File: src/rtl/int_request_controller.sv
// Interrupt request feeder: synchronises irq lines, latches rising edges, fixed-priority grant with ack/hold-off.
// Optional INT_MASK_EN adds irq_mask (1 = masked, still latched as pending, excluded from arbitration).
module int_request_controller #(
    parameter int unsigned NUM_SRC        = 4,
    parameter int unsigned ID_W           = 2,
    parameter int unsigned HOLDOFF_CYCLES = 2
) (
    input  logic               clk,
    input  logic               reset,
    input  logic [NUM_SRC-1:0] irq_in,
`ifdef INT_MASK_EN
    input  logic [NUM_SRC-1:0] irq_mask,
`endif
    input  logic               ack,
    output logic               int_out,
    output logic [ID_W-1:0]    int_id,
    output logic [NUM_SRC-1:0] pending,
    output logic               busy
);

    localparam int unsigned CNT_W = (HOLDOFF_CYCLES > 1) ? $clog2(HOLDOFF_CYCLES) : 1;
    localparam int unsigned CNT_LOAD = (HOLDOFF_CYCLES > 0) ? HOLDOFF_CYCLES - 1 : 0;

    typedef enum logic [1:0] {
        IDLE = 2'd0,
        REQ  = 2'd1,
        HOLD = 2'd2
    } state_t;

    state_t             state_q, state_d;
    logic [NUM_SRC-1:0] s1_q, s2_q, s3_q;
    logic [NUM_SRC-1:0] pending_q, pending_d;
    logic [NUM_SRC-1:0] rise, clr, eligible;
    logic               int_out_q, int_out_d;
    logic [ID_W-1:0]    int_id_q, int_id_d;
    logic               busy_q, busy_d;
    logic [CNT_W-1:0]   cnt_q, cnt_d;
    logic [ID_W-1:0]    winner;
    logic               found;

    always_ff @(posedge clk or negedge reset) begin
        if (!reset) begin
            s1_q <= '0;
            s2_q <= '0;
            s3_q <= '0;
        end else begin
            s1_q <= irq_in;
            s2_q <= s1_q;
            s3_q <= s2_q;
        end
    end

    assign rise = s2_q & ~s3_q;

`ifdef INT_MASK_EN
    // Mask is registered so an unmask takes effect on the following cycle.
    logic [NUM_SRC-1:0] mask_q;
    always_ff @(posedge clk or negedge reset) begin
        if (!reset) mask_q <= '0;
        else        mask_q <= irq_mask;
    end
    assign eligible = pending_q & ~mask_q;
`else
    assign eligible = pending_q;
`endif

    always_comb begin
        found  = 1'b0;
        winner = '0;
        for (int unsigned i = 0; i < NUM_SRC; i++) begin
            if (eligible[i] && !found) begin
                found  = 1'b1;
                winner = ID_W'(i);
            end
        end
    end

    always_comb begin
        state_d   = state_q;
        int_out_d = int_out_q;
        int_id_d  = int_id_q;
        cnt_d     = cnt_q;
        clr       = '0;
        case (state_q)
            IDLE: begin
                if (found) begin
                    state_d   = REQ;
                    int_out_d = 1'b1;
                    int_id_d  = winner;
                end
            end
            REQ: begin
                if (ack) begin
                    int_out_d = 1'b0;
                    for (int unsigned i = 0; i < NUM_SRC; i++) begin
                        if (ID_W'(i) == int_id_q) clr[i] = 1'b1;
                    end
                    if (HOLDOFF_CYCLES > 0) begin
                        state_d = HOLD;
                        cnt_d   = CNT_W'(CNT_LOAD);
                    end else begin
                        state_d = IDLE;
                    end
                end
            end
            HOLD: begin
                if (cnt_q == '0) state_d = IDLE;
                else             cnt_d   = cnt_q - 1'b1;
            end
            default: state_d = IDLE;
        endcase
        // A fresh edge on the source being cleared wins over the clear.
        pending_d = (pending_q & ~clr) | rise;
        busy_d    = (state_d != IDLE);
    end

    always_ff @(posedge clk or negedge reset) begin
        if (!reset) begin
            state_q   <= IDLE;
            pending_q <= '0;
            int_out_q <= 1'b0;
            int_id_q  <= '0;
            busy_q    <= 1'b0;
            cnt_q     <= '0;
        end else begin
            state_q   <= state_d;
            pending_q <= pending_d;
            int_out_q <= int_out_d;
            int_id_q  <= int_id_d;
            busy_q    <= busy_d;
            cnt_q     <= cnt_d;
        end
    end

    assign int_out = int_out_q;
    assign int_id  = int_id_q;
    assign pending = pending_q;
    assign busy    = busy_q;

endmodule

File: config.mk
export PLATFORM = sky130hd
export DESIGN_NAME = int_request_controller
export DESIGN_NICKNAME = d
export VERILOG_FILES = /design/src/rtl/int_request_controller.sv
export SDC_FILE = /design/constraint.sdc
export NUM_CORES = 1
export LEC_CHECK = 0
export CAP_MARGIN = 20
export CORE_AREA = 2 2 39 41
export DETAILED_ROUTE_END_ITERATION = 6
export DIE_AREA = 0 0 41 43
export DONT_BUFFER_PORTS = 1
export GPL_TIMING_DRIVEN = 1
export PLACE_DENSITY = 0.8
export SLEW_MARGIN = 20
export SYNTH_ARGS = -nofsm -noshare
export SYNTH_HDL_FRONTEND = slang
export SYNTH_SLANG_ARGS = --single-unit
File: constraint.sdc
create_clock -name clk -period 1.7 [get_ports clk]
set_input_delay 0.255 -clock clk [delete_from_list [all_inputs] [get_ports clk]]
set_output_delay 0.255 -clock clk [all_outputs]
set_load 0.02 [all_outputs]
# Word-level counts from Yosys, hierarchy flattened
# Index checks and enable logic that the tools add are counted.
# word_totals
inputBits	7
latchBits	0
ram_bits	0
n_memories	0
register_bits	23
romBits	0
# op_classes
n_mul	0
magnitude_cmp	0
addsub	1
bitwise	5
shift	0
n_reduce_logical	14
div	0
n_eq_ne	7
mux	23
# op_table
op	n
2-to-1 mux 1 bit	13
2-to-1 mux 2 bit	5
AND 4 bit	2
2-to-1 mux 4 bit	2
NOT 4 bit	2
one-hot mux 2 bit (3 select lines)	1
nonzero test 2 bit	3
== test 2 bit, first input constant	2
logical NOT 2 bit	2
inequality test 2 bit, second input constant	2
OR 4 bit	1
one-hot mux 1 bit (2 select lines)	2
AND reduction 2 bit	2
logical AND 1 bit	3
logical NOT 1 bit	3
AND reduction 3 bit	1
== test 1 x 2 -> 1 bit, first input constant	1
== test 2 x 1 -> 1 bit, second input constant	1
== test 2 bit, second input constant	1
subtractor 1 bit, second input constant	1

# Logic depth before layout (Yosys ltp)
# logic_depth
depth_word	13
ltp_mapped	3

# Worst setup path after synthesis
# No wires, ideal clock.
# synth_path
kind	register to register
start	register pending_q[1] (netlist: pending[1])
end	register int_id_q[0] (netlist: int_id[0])
t_arrival_ns	1.126
required_ns	1.560
path_stages_with_launch	4
synth_period_minus_slack_ns	1.266
path_slack_ns	0.434
path_buffers	0
setup_ns	0.140
cell_sequence	dfrtp_1 -> or4b_1 -> o21ai_1 -> a211oi_1
# synth_via
elab_chain_len	9
# synth_lines
element	line	source
start: declaration	32	logic [NUM_SRC-1:0] pending_q, pending_d;
start signal: assignment	127	pending_q <= pending_d;
logical AND 1 bit *	71	if (eligible[i] && !found) begin
2-to-1 mux 1 bit	71	
logical NOT 1 bit	71	
logical AND 1 bit	71	
2-to-1 mux 1 bit	71	
logical NOT 1 bit	71	
logical AND 1 bit	71	
2-to-1 mux 1 bit	71	
AND reduction 2 bit (no source line)	n/a	
end signal: assignment	129	int_id_q <= int_id_d;
end: declaration	35	logic [ID_W-1:0] int_id_q, int_id_d;
# Every way passes the cells marked *; elsewhere a longest branch is shown, timed or not.
# A chain may end at the register's enable or synchronous reset.

# Final worst setup path
# layout_path
start	register pending_q[1] (netlist: pending[1])
end	register state_q[0]
# layout_via
elab_chain_len	10
# layout_lines
element	line	source
logical AND 1 bit *	71	
2-to-1 mux 1 bit *	71	
logical NOT 1 bit	71	
logical AND 1 bit	71	
2-to-1 mux 1 bit *	71	
logical NOT 1 bit	71	
logical AND 1 bit	71	
2-to-1 mux 1 bit *	71	
2-to-1 mux 2 bit *	86	if (found) begin
one-hot mux 2 bit (3 select lines) *	84	case (state_q)
named net state_d[0]	30	state_t state_q, state_d;
end signal: assignment	126	state_q <= state_d;
end: declaration	30	
# Mark *: on every way through the listed nets, which the timed path passes. The rest lies on a longest branch.

==> impl_metrics.py <==
metrics = {
    "place": {
        "dp_hpwl_um": 843,
        "placed_cells_incl_taps": 76,
        "portBuffers": 0,
        "dpl_cell_area_sq_um": 803,
        "gp_congestion": 0.581,
    },
    "sta": {
        "timing.final.crit_period_ps": 1400,
        "max_freq_ghz": 0.714,
        "min_period_over_period_pct": 82.4,
        "slew_headroom_pct": 65.4,
        "finalSetupTns_ps": 0,
        "slew_violations": 0,
        "worst_pin_slew_ps": 512,
        "clock_skew_ps": 3.58,
        "rsz0062_at_grt": "false",
        "fin_hold_ws_ps": 53.6,
        "setup_viol": 0,
        "hold_viol": 0,
    },
    "floorplanning": {
        "die-area_sq_um": 1760,
        "num_rows": 14,
        "core-area_sq_um": 1380,
        "start_util_pct": 55.5,
        "dieWidth_um": 41,
        "die-height_um": 43,
        "ios": 15,
    },
    "clock_network": {
        "cts.root.buffer_cell": "clkbuf_4",
        "cts_made_buffers": 3,
        "cts_tree": "done",
        "h-tree-depth": 1,
        "cts.sinks": 23,
        "clk_path_buf_depth": 2,
        "postCtsSetupBuffers": 0,
        "clk_pin_slew_ps": 110,
        "clock_latency_ps": 300,
    },
    "cells_and_area": {
        "diodes": 0,
        "fillers": 104,
        "layout_common_cells": "dfrtp_1, inv_1, o21ai_0",
        "nets": 78,
        "final_common_cell": "dfrtp_1",
        "fin_cells": 86,
        "layout-drive-gt1-share_pct": 10.0,
        "syn_to_final_growth_pct": 15.3,
        "stdcell_area_sq_um": 886,
    },
    "global_routing": {
        "gr-total-overflow": 0,
        "grt_pass1_vias": 479,
        "grt_pass1_wl_mm": 2.00,
        "antenna_found_initial": 0,
        "track_usage_pct": 17.3,
        "grt_max_degree": 24,
    },
    "setup_path": {
        "crit_path_start_kind": "register",
        "endpoint_kind": "register",
        "arrival_ps": 1560,
        "crit_type": "reg2reg",
        "path_max_fanout": 6,
        "required_ps": 1860,
    },
    "routing": {
        "drt-pass1-iter-count": 3,
        "wl_mm": 1.17,
        "antenna_left": 0,
        "wl_per_cell_um": 13.6,
        "viasPerCell": 5.50,
        "drt_iter0_drc": 13,
        "drc": 0,
        "num_vias": 473,
    },
    "power": {
        "ir_drop_mv": 0.921,
        "fin_total_pwr_mw": 1.47,
        "powerDensity_nw_per_um2": 1660,
        "p_leak_nw": 0.398,
    },
    "status": {
        "status": "finished clean",
    },
    "logic_synthesis": {
        "yosys.cell_types.count": 17,
        "synth_warnings": 0,
        "synthCells": 58,
        "netlist_area_sq_um": 768,
        "synth_seq_area_share_pct": 74.9,
        "synth.avg_cell_area_sq_um": 13.2,
        "syn-num-nets": 65,
        "ys_ff_latch": 23,
    },
    "run": {
        "cap_violations": 0,
    },
    "worst_hold_path": {
        "min_path_type": "in2reg",
    },
}
where the power goes:
part           switching, mW  internal (mW)
clock network          0.148         0.0876
logic                  0.195          0.146
registers              0.213          0.676
cell families after synthesis:
logic type             count (synthesis)  synth area share [%]
flip-flops                            23                  74.9
AO/OA/AOI/OAI                         17                  13.5
AND/OR/NAND/NOR                       11                  8.14
buffers and inverters                  7                  3.42
timing repair:
action / CTS / global route
hold endpoints to repair: 27 / 23
hold buffers: 5 / 1
gates resized for setup: 0 / 0
endpoints found under the setup margin: 0 / 0
layer usage:
| layer | part of all wire (%) | global-route usage [%] | up-vias |
|---|---|---|---|
| met4 | 0.77 | 10.0 | 0 |
| li1 | - | - | 223 |
| met5 | 0 | 0 | - |
| met1 | 41 | 21.3 | 232 |
| met3 | 6.2 | 4.71 | 2 |
| met2 | 52 | 26.3 | 16 |
synth_stat cells:
library cell	n	share of area, %
o21ai_0	7	4.6
nand3_1	1	0.65
dfrtp_1	23	75
o41ai_1	1	1.1
a211oi_1	1	0.98
o21ai_1	2	1.3
nor2b_1	1	0.81
nand3b_1	2	2.0
nor2_1	1	0.49
a21oi_1	1	0.65
nand2_1	3	1.5
nand2b_1	1	0.81
or4b_1	1	1.3
nor3_1	1	0.65
inv_1	7	3.4
o31ai_1	4	3.9
o21a_1	1	0.98
path summary, 6_finish.rpt:
path | slack [ps] | cells past startpoint | startpoint | end
worst max-delay path | 300 | 2 | pending[1] | state_q[0]
worst min-delay path | 50 | 1 | ack | state_q[0]
worst max register to register | 300 | 2 | pending[1] | state_q[0]
worst min register to register | 360 | 0 | s1_q[2] | s2_q[2]
max in group asynchronous | 940 | 2 | reset | state_q[0]
min in group asynchronous | 440 | 2 | reset | busy
critical path, cell delays in order, from the launching register on:
cell,delay [ps]
dfrtp_1,520
o41ai_1,580
o21ai_1,160
cell type report:
cell class	instances	area (sq um)	share of cell area, %
Clock inverter	1	5.00	0.565
Sequential cell	23	576	65.0
Tap cell	16	20.0	2.26
Timing Repair Buffer	8	70.1	7.91
Multi-Input combinational cell	28	166	18.8
Clock buffer	3	22.5	2.54
Inverter	7	26.3	2.97
state kept, by name, indices dropped and copies added (netlist names):
name / cells
pending: 4
s1_q: 4
s2_q: 4
s3_q: 4
int_id: 2
state_q: 2
busy: 1
cnt_q: 1
int_out: 1
metrics by stage:
| step | util (%) | worst slack, ps |
|---|---|---|
| detailed placement | 58.0 | 313 |
| CTS | 63.7 | 282 |
| finish | 64.0 | 299 |
| global placement | 58.0 | 391 |
| global route | 64.0 | 159 |
| floorplan | - | 434 |
No activity file was read; power rests on OpenSTA's default activity.
